File: config.mk
export PLATFORM = sky130hd
export DESIGN_NAME = poly_voice_alloc
export DESIGN_NICKNAME = d
export VERILOG_FILES = /design/src/rtl/poly_pkg.sv /design/src/rtl/poly_lru.sv /design/src/rtl/poly_voice_alloc.sv
export SDC_FILE = /design/constraint.sdc
export NUM_CORES = 1
export LEC_CHECK = 0
export CORE_ASPECT_RATIO = 0.5
export CORE_MARGIN = 3
export CORE_UTILIZATION = 47
export CTS_CLUSTER_DIAMETER = 50
export DETAILED_ROUTE_END_ITERATION = 6
export GPL_TIMING_DRIVEN = 1
export PLACE_DENSITY = 0.76
export SLEW_MARGIN = 20
export SYNTH_ARGS = -nofsm -noshare
export SYNTH_HDL_FRONTEND = slang
export SYNTH_HIERARCHICAL = 1
export SYNTH_SLANG_ARGS = --single-unit
File: constraint.sdc
create_clock -name clk -period 3.1 [get_ports clk]
set_input_delay 0.31 -clock clk [delete_from_list [all_inputs] [get_ports clk]]
set_output_delay 0.31 -clock clk [all_outputs]
set_load 0.05 [all_outputs]
File: src/rtl/poly_pkg.sv
// poly_pkg: shared widths, default voice count and note/velocity types for the polyphony stage
package poly_pkg;
    localparam int DEF_VOICES = 4;
    localparam int NOTE_W = 7;
    localparam int VEL_W = 7;
    typedef logic [NOTE_W-1:0] note_t;
    typedef logic [VEL_W-1:0] vel_t;
endpackage

File: src/rtl/poly_lru.sv
// poly_lru: least-recently-used rank keeper; rank 0 = most recent, VOICES-1 = oldest
//  clk, rst   clock, async active-high reset (rank[i] = i)
//  touch      move touch_idx to rank 0 this cycle
//  touch_idx  voice being (re)started
//  oldest_idx voice currently holding rank VOICES-1
//  rank       voice i rank at [i*RANK_W +: RANK_W]
module poly_lru #(
    parameter int VOICES = 4,
    localparam int RANK_W = $clog2(VOICES)
) (
    input  logic                     clk,
    input  logic                     rst,
    input  logic                     touch,
    input  logic [RANK_W-1:0]        touch_idx,
    output logic [RANK_W-1:0]        oldest_idx,
    output logic [VOICES*RANK_W-1:0] rank
);
    logic [RANK_W-1:0] rank_q [VOICES];

    // Only voices more recent than the touched one age, so ranks stay a permutation.
    always_ff @(posedge clk or posedge rst) begin
        if (rst) begin
            for (int i = 0; i < VOICES; i++) rank_q[i] <= RANK_W'(i);
        end else if (touch) begin
            for (int i = 0; i < VOICES; i++)
                rank_q[i] <= (RANK_W'(i) == touch_idx) ? '0 :
                             (rank_q[i] < rank_q[touch_idx]) ? rank_q[i] + 1'b1 : rank_q[i];
        end
    end

    always_comb begin
        oldest_idx = '0;
        for (int i = 0; i < VOICES; i++)
            if (rank_q[i] == RANK_W'(VOICES - 1)) oldest_idx = RANK_W'(i);
    end

    for (genvar v = 0; v < VOICES; v++) begin : g_rank
        assign rank[v*RANK_W +: RANK_W] = rank_q[v];
    end
endmodule

File: src/rtl/poly_voice_alloc.sv
// poly_voice_alloc: N-voice allocator with LRU stealing, retrigger and sustain hold
//  clk, rst, ce          clock, async active-high reset, clock enable
//  note_on/note_off      one-ce-cycle event strobes with note_num/note_vel
//  sustain               pedal level, falling edge releases held voices
//  voice_note/voice_vel  per-voice note and velocity, voice i at [i*W +: W]
//  voice_gate/voice_trig per-voice sounding flag and (re)start pulse
//  all_busy              every gate high, next new note steals
module poly_voice_alloc
    import poly_pkg::*;
#(
    parameter int VOICES = DEF_VOICES,
    parameter int NOTE_W = poly_pkg::NOTE_W,
    parameter int VEL_W  = poly_pkg::VEL_W
) (
    input  logic                     clk,
    input  logic                     rst,
    input  logic                     ce,
    input  logic                     note_on,
    input  logic                     note_off,
    input  logic [NOTE_W-1:0]        note_num,
    input  logic [VEL_W-1:0]         note_vel,
    input  logic                     sustain,
    output logic [VOICES*NOTE_W-1:0] voice_note,
    output logic [VOICES*VEL_W-1:0]  voice_vel,
    output logic [VOICES-1:0]        voice_gate,
    output logic [VOICES-1:0]        voice_trig,
    output logic                     all_busy
);
    localparam int RANK_W = $clog2(VOICES);

    logic [NOTE_W-1:0] note_q [VOICES], note_d [VOICES];
    logic [VEL_W-1:0]  vel_q [VOICES], vel_d [VOICES];
    logic [VOICES-1:0] gate_q, gate_d, held_q, held_d, trig_q, trig_d, hit, free;
    logic              sus_q, busy_q, is_on, is_off, fall;
    logic [RANK_W-1:0] hit_idx, free_idx, oldest_idx, tgt;
    logic [VOICES*RANK_W-1:0] rank_unused;

    poly_lru #(.VOICES(VOICES)) u_lru (
        .clk       (clk),
        .rst       (rst),
        .touch     (ce & is_on),
        .touch_idx (tgt),
        .oldest_idx(oldest_idx),
        .rank      (rank_unused)
    );

    always_comb begin
        is_on  = note_on && note_vel != '0;
        is_off = (note_off && !note_on) || (note_on && note_vel == '0);
        fall   = sus_q && !sustain;
        for (int i = 0; i < VOICES; i++) begin
            hit[i]  = gate_q[i] && note_q[i] == note_num;
            free[i] = !gate_q[i];
        end
        hit_idx  = '0;
        free_idx = '0;
        for (int i = VOICES - 1; i >= 0; i--) begin
            if (hit[i]) hit_idx = RANK_W'(i);
            if (free[i]) free_idx = RANK_W'(i);
        end
        tgt = |hit ? hit_idx : |free ? free_idx : oldest_idx;
        note_d = note_q;
        vel_d  = vel_q;
        gate_d = gate_q;
        held_d = held_q;
        trig_d = '0;
        // Pedal release first so a same-cycle note_on target ends up sounding and unheld.
        for (int i = 0; i < VOICES; i++) begin
            if (fall && held_q[i]) begin
                gate_d[i] = 1'b0;
                held_d[i] = 1'b0;
            end
            if (is_off && hit[i]) begin
                gate_d[i] = sustain;
                held_d[i] = sustain;
            end
        end
        if (is_on) begin
            note_d[tgt] = note_num;
            vel_d[tgt]  = note_vel;
            gate_d[tgt] = 1'b1;
            held_d[tgt] = 1'b0;
            trig_d[tgt] = 1'b1;
        end
    end

    always_ff @(posedge clk or posedge rst) begin
        if (rst) begin
            for (int i = 0; i < VOICES; i++) begin
                note_q[i] <= '0;
                vel_q[i]  <= '0;
            end
            gate_q <= '0;
            held_q <= '0;
            trig_q <= '0;
            sus_q  <= 1'b0;
            busy_q <= 1'b0;
        end else if (ce) begin
            note_q <= note_d;
            vel_q  <= vel_d;
            gate_q <= gate_d;
            held_q <= held_d;
            trig_q <= trig_d;
            sus_q  <= sustain;
            busy_q <= &gate_d;
        end
    end

    for (genvar v = 0; v < VOICES; v++) begin : g_out
        assign voice_note[v*NOTE_W +: NOTE_W] = note_q[v];
        assign voice_vel[v*VEL_W +: VEL_W]    = vel_q[v];
    end
    assign voice_gate = gate_q;
    assign voice_trig = trig_q;
    assign all_busy   = busy_q;
endmodule

==> qor.txt <==
Status: complete, no violations
Leakage: 0.002447 µW
GR Util met3: 5.759%
Nets@finish: 485
Clk network pwr share: 15.4%
CTS Root Cell: clkbuf_16
Met2 usage: 39.57%
Number of inserted diodes: 0
Setup crit start kind: primary input
Combinational share of power: 58.1%
Async SR Flop Fraction: 100.0%
Clock Sinks: 78
Avg Inst Size Synth: 12.31 µm²
Global-route wire length before repair: 17.88 mm
Hold-fix buffers, CTS: 0
Hold Worst Slack: 275.7 ps
Post-synthesis cell count: 340
Area growth syn-to-layout: 38.55%
Int Power: 3776 µW
Sw Ratio: 46.56%
Clk_skew: 8.151 ps
Setup Slack @ Placement: -425.5 ps
Total GRT Usage: 22.56%
Synth top area share: 44.26%
Measured slew at the worst slew-check pin: 1117 ps
Number of synthesized flops with an enable pin: 0
Initial antenna violation count: 0
Crit share post-route: 97.76%
Layout cells sized above 1: 33.69%
Worst Path Required: 3330 ps
Netlist cell types: 64
DR DRC count: 0
Sequential Power Share: 26.5%
Max frequency: 330.0 MHz
Drt pass-1 iters: 4
Reg2Reg Launch Point: voice_note[19]
M1 GR Usage: 28.22%
Initial DRC Count: 151
Die Footprint: 0.01014 mm²
R2r setup slk: 80 ps
Vias in the first global route: 3381
Post-DRT Antenna Nets: 0
Final Non-Filler Cells: 575
RD Place Congestion: 0.8937
DR WL/cell: 19.39 µm
Die span in y: 72.72 µm
GRT overflow: 0
RSZ-0062 raised after global routing: true
Detail Placement HPWL: 7.981 mm
Final Worst Setup Slack: 69.39 ps
Psw: 3291 µW
Reg2Reg Depth: 11
Power Density: 1219 mW/mm²
IO buf count: 84
Post-synth top cells: dfrtp_1, mux2_2, mux2_4, nand2_1, xor2_1
Via count: 3208
Via density: 5.579
Most common cell in the synthesized netlist: dfrtp_1
Worst-Skew Late Latency: 350 ps
Largest cells by area after synthesis: dfrtp_1, mux2_2, mux2_4, xor2_1, xnor2_1
Clock Path Buffers: 2
Post-Syn Area: 0.004184 mm²
Core Area: 0.008317 mm²
RR Endpoint: u_lru/rank[1]
#FFs+latches synth: 78
GRT Max-Usage Layer: met2
Number of cell rows: 23
Final Critical Period: 3031 ps
Total wire length: 11.15 mm
CTS tree: yes
Post-synth top flop: dfrtp_1
I/O pin cnt: 85
Initial core utilization: 50.31%
Synth warnings: 6
VDD IR max: 766.4 µV
CTS H-Tree Depth: 3
Slew margin rel.: 25.27%
Peak fanout along the critical path: 7
Largest net degree at the start of global routing: 28
Syn nets: 367
Maxcap violations: 0
Sequential share of the synthesized area: 46.77%
Critical Path AT: 3260 ps
Max-slew violation count: 0
Crit path kind: in -> reg
Final setup viols: 0
Horiz. Die Dim: 139.4 µm
Yosys top cell by area: dfrtp_1
Final Hold Fails: 0
CTS Buf Count: 9
Dpl cells: 553
Reg clk slew, reported paths: 60 ps
Worst hold path class: in -> async
CP Capture Type: flop
==> worst max-delay path, cell delays in order <==
cell and delay (ps):
clkdlybuf4s50_1 530, buf_4 190, xor2_1 210, nor4_2 90, and2_1 160, a311o_1 310
inv_2 80, mux4_2 500, inv_2 110, ha_4 210, nor3b_4 200, o21ai_2 90
a22o_1 280
==> how the worst max path moves through the flow <==
| stage | start | to | slack [ps] | depth (start not counted) |
|---|---|---|---|---|
| 6_report | note_num[0] | u_lru/rank[1] | 70 | 13 |
| 5_1_grt | u_lru/rank[5] | u_lru/rank[1] | -20 | 15 |
| 4_1_cts | note_num[0] | u_lru/rank[1] | 10 | 13 |
| 3_5_place_dp | note_num[6] | u_lru/rank[1] | -430 | 12 |
| 3_3_place_gp | note_num[2] | u_lru/rank[1] | -250 | 12 |
| 2_1_floorplan | voice_note[19] | u_lru/rank[1] | -40 | 12 |
==> flip-flops by register name, indices dropped and copies added (netlist names) <==
name        cells
voice_vel      28
voice_note     28
voice_trig      4
voice_gate      4
u_lru/rank      8
sus_q           1
held_q          4
all_busy        1
==> stage by stage <==
step / TNS, ps / util [%] / area [µm²] / power [µW]
3_5_place_dp: -2675 / 64.50 / 5364 / 5889
4_1_cts: 0 / 68.44 / 5692 / 7029
3_3_place_gp: -1522 / 64.50 / 5364 / 5780
5_1_grt: -31.13 / 69.70 / 5797 / 7362
2_1_floorplan: -83.67 / - / 4210 / 4484
6_report: 0 / 69.70 / 5797 / 7067
==> power groups by stage <==
stage          registers [µW]  clock network, µW  logic, µW
2_1_floorplan            3260                  0       1220
3_3_place_gp             1840                  0       3940
3_5_place_dp             1880                  0       4010
4_1_cts                  1870               1110       4050
5_1_grt                  1930               1150       4280
6_report                 1870               1090       4100
==> logic make-up after synthesis <==
family | after synthesis | share of synthesized area [%]
buffers and inverters | 33 | 4.785
AND/OR/NAND/NOR | 71 | 10.77
flip-flops | 78 | 46.77
adder cells (fa/ha/maj) | 7 | 2.093
multiplexers | 64 | 19.08
AO/OA/AOI/OAI | 59 | 10.65
XOR/XNOR | 28 | 5.861
==> per-layer routing <==
layer / part of all wire (%) / wire length (µm)
met1: 43 / 4809
met5: 0 / 0
met3: 5.9 / 663
met2: 50 / 5518
met4: 1.4 / 156
==> cell type report <==
class,count,area (µm²)
fill,594,2520
inverter,14,52.55
sequential,78,1969
clock buffer,11,242.7
clock inverter,5,63.81
timing repair buffer,126,1202
multi-input combinational,229,2126
tap,112,140.1
==> layout by cell type (no fill, tap or decap), types with 4 or more instances in the layout <==
cell type        instances
a21o_1                   5
dfstp_2                  4
mux2_4                  18
a21oi_1                  8
mux2i_1                  4
ha_4                     4
inv_1                    9
mux2_2                  35
nor2_1                  11
nand2_1                 16
inv_2                    5
buf_4                   38
xnor2_1                 12
clkdlybuf4s50_1         81
o21ai_0                  5
dfrtp_1                 64
buf_12                   4
clkbuf_16                9
dfrtp_2                 10
o21ai_1                  4
xor2_1                  15
mux2_1                   6
nand4_1                  4
a22o_1                   6
==> timing repair <==
item                       CTS  global route
hold endpoints to repair     0             0
pin swaps                    2             8
setup endpoints to repair    3             8
buffers inserted             2             4
resized for setup            5            19
Power figures use the tool's default switching activity.
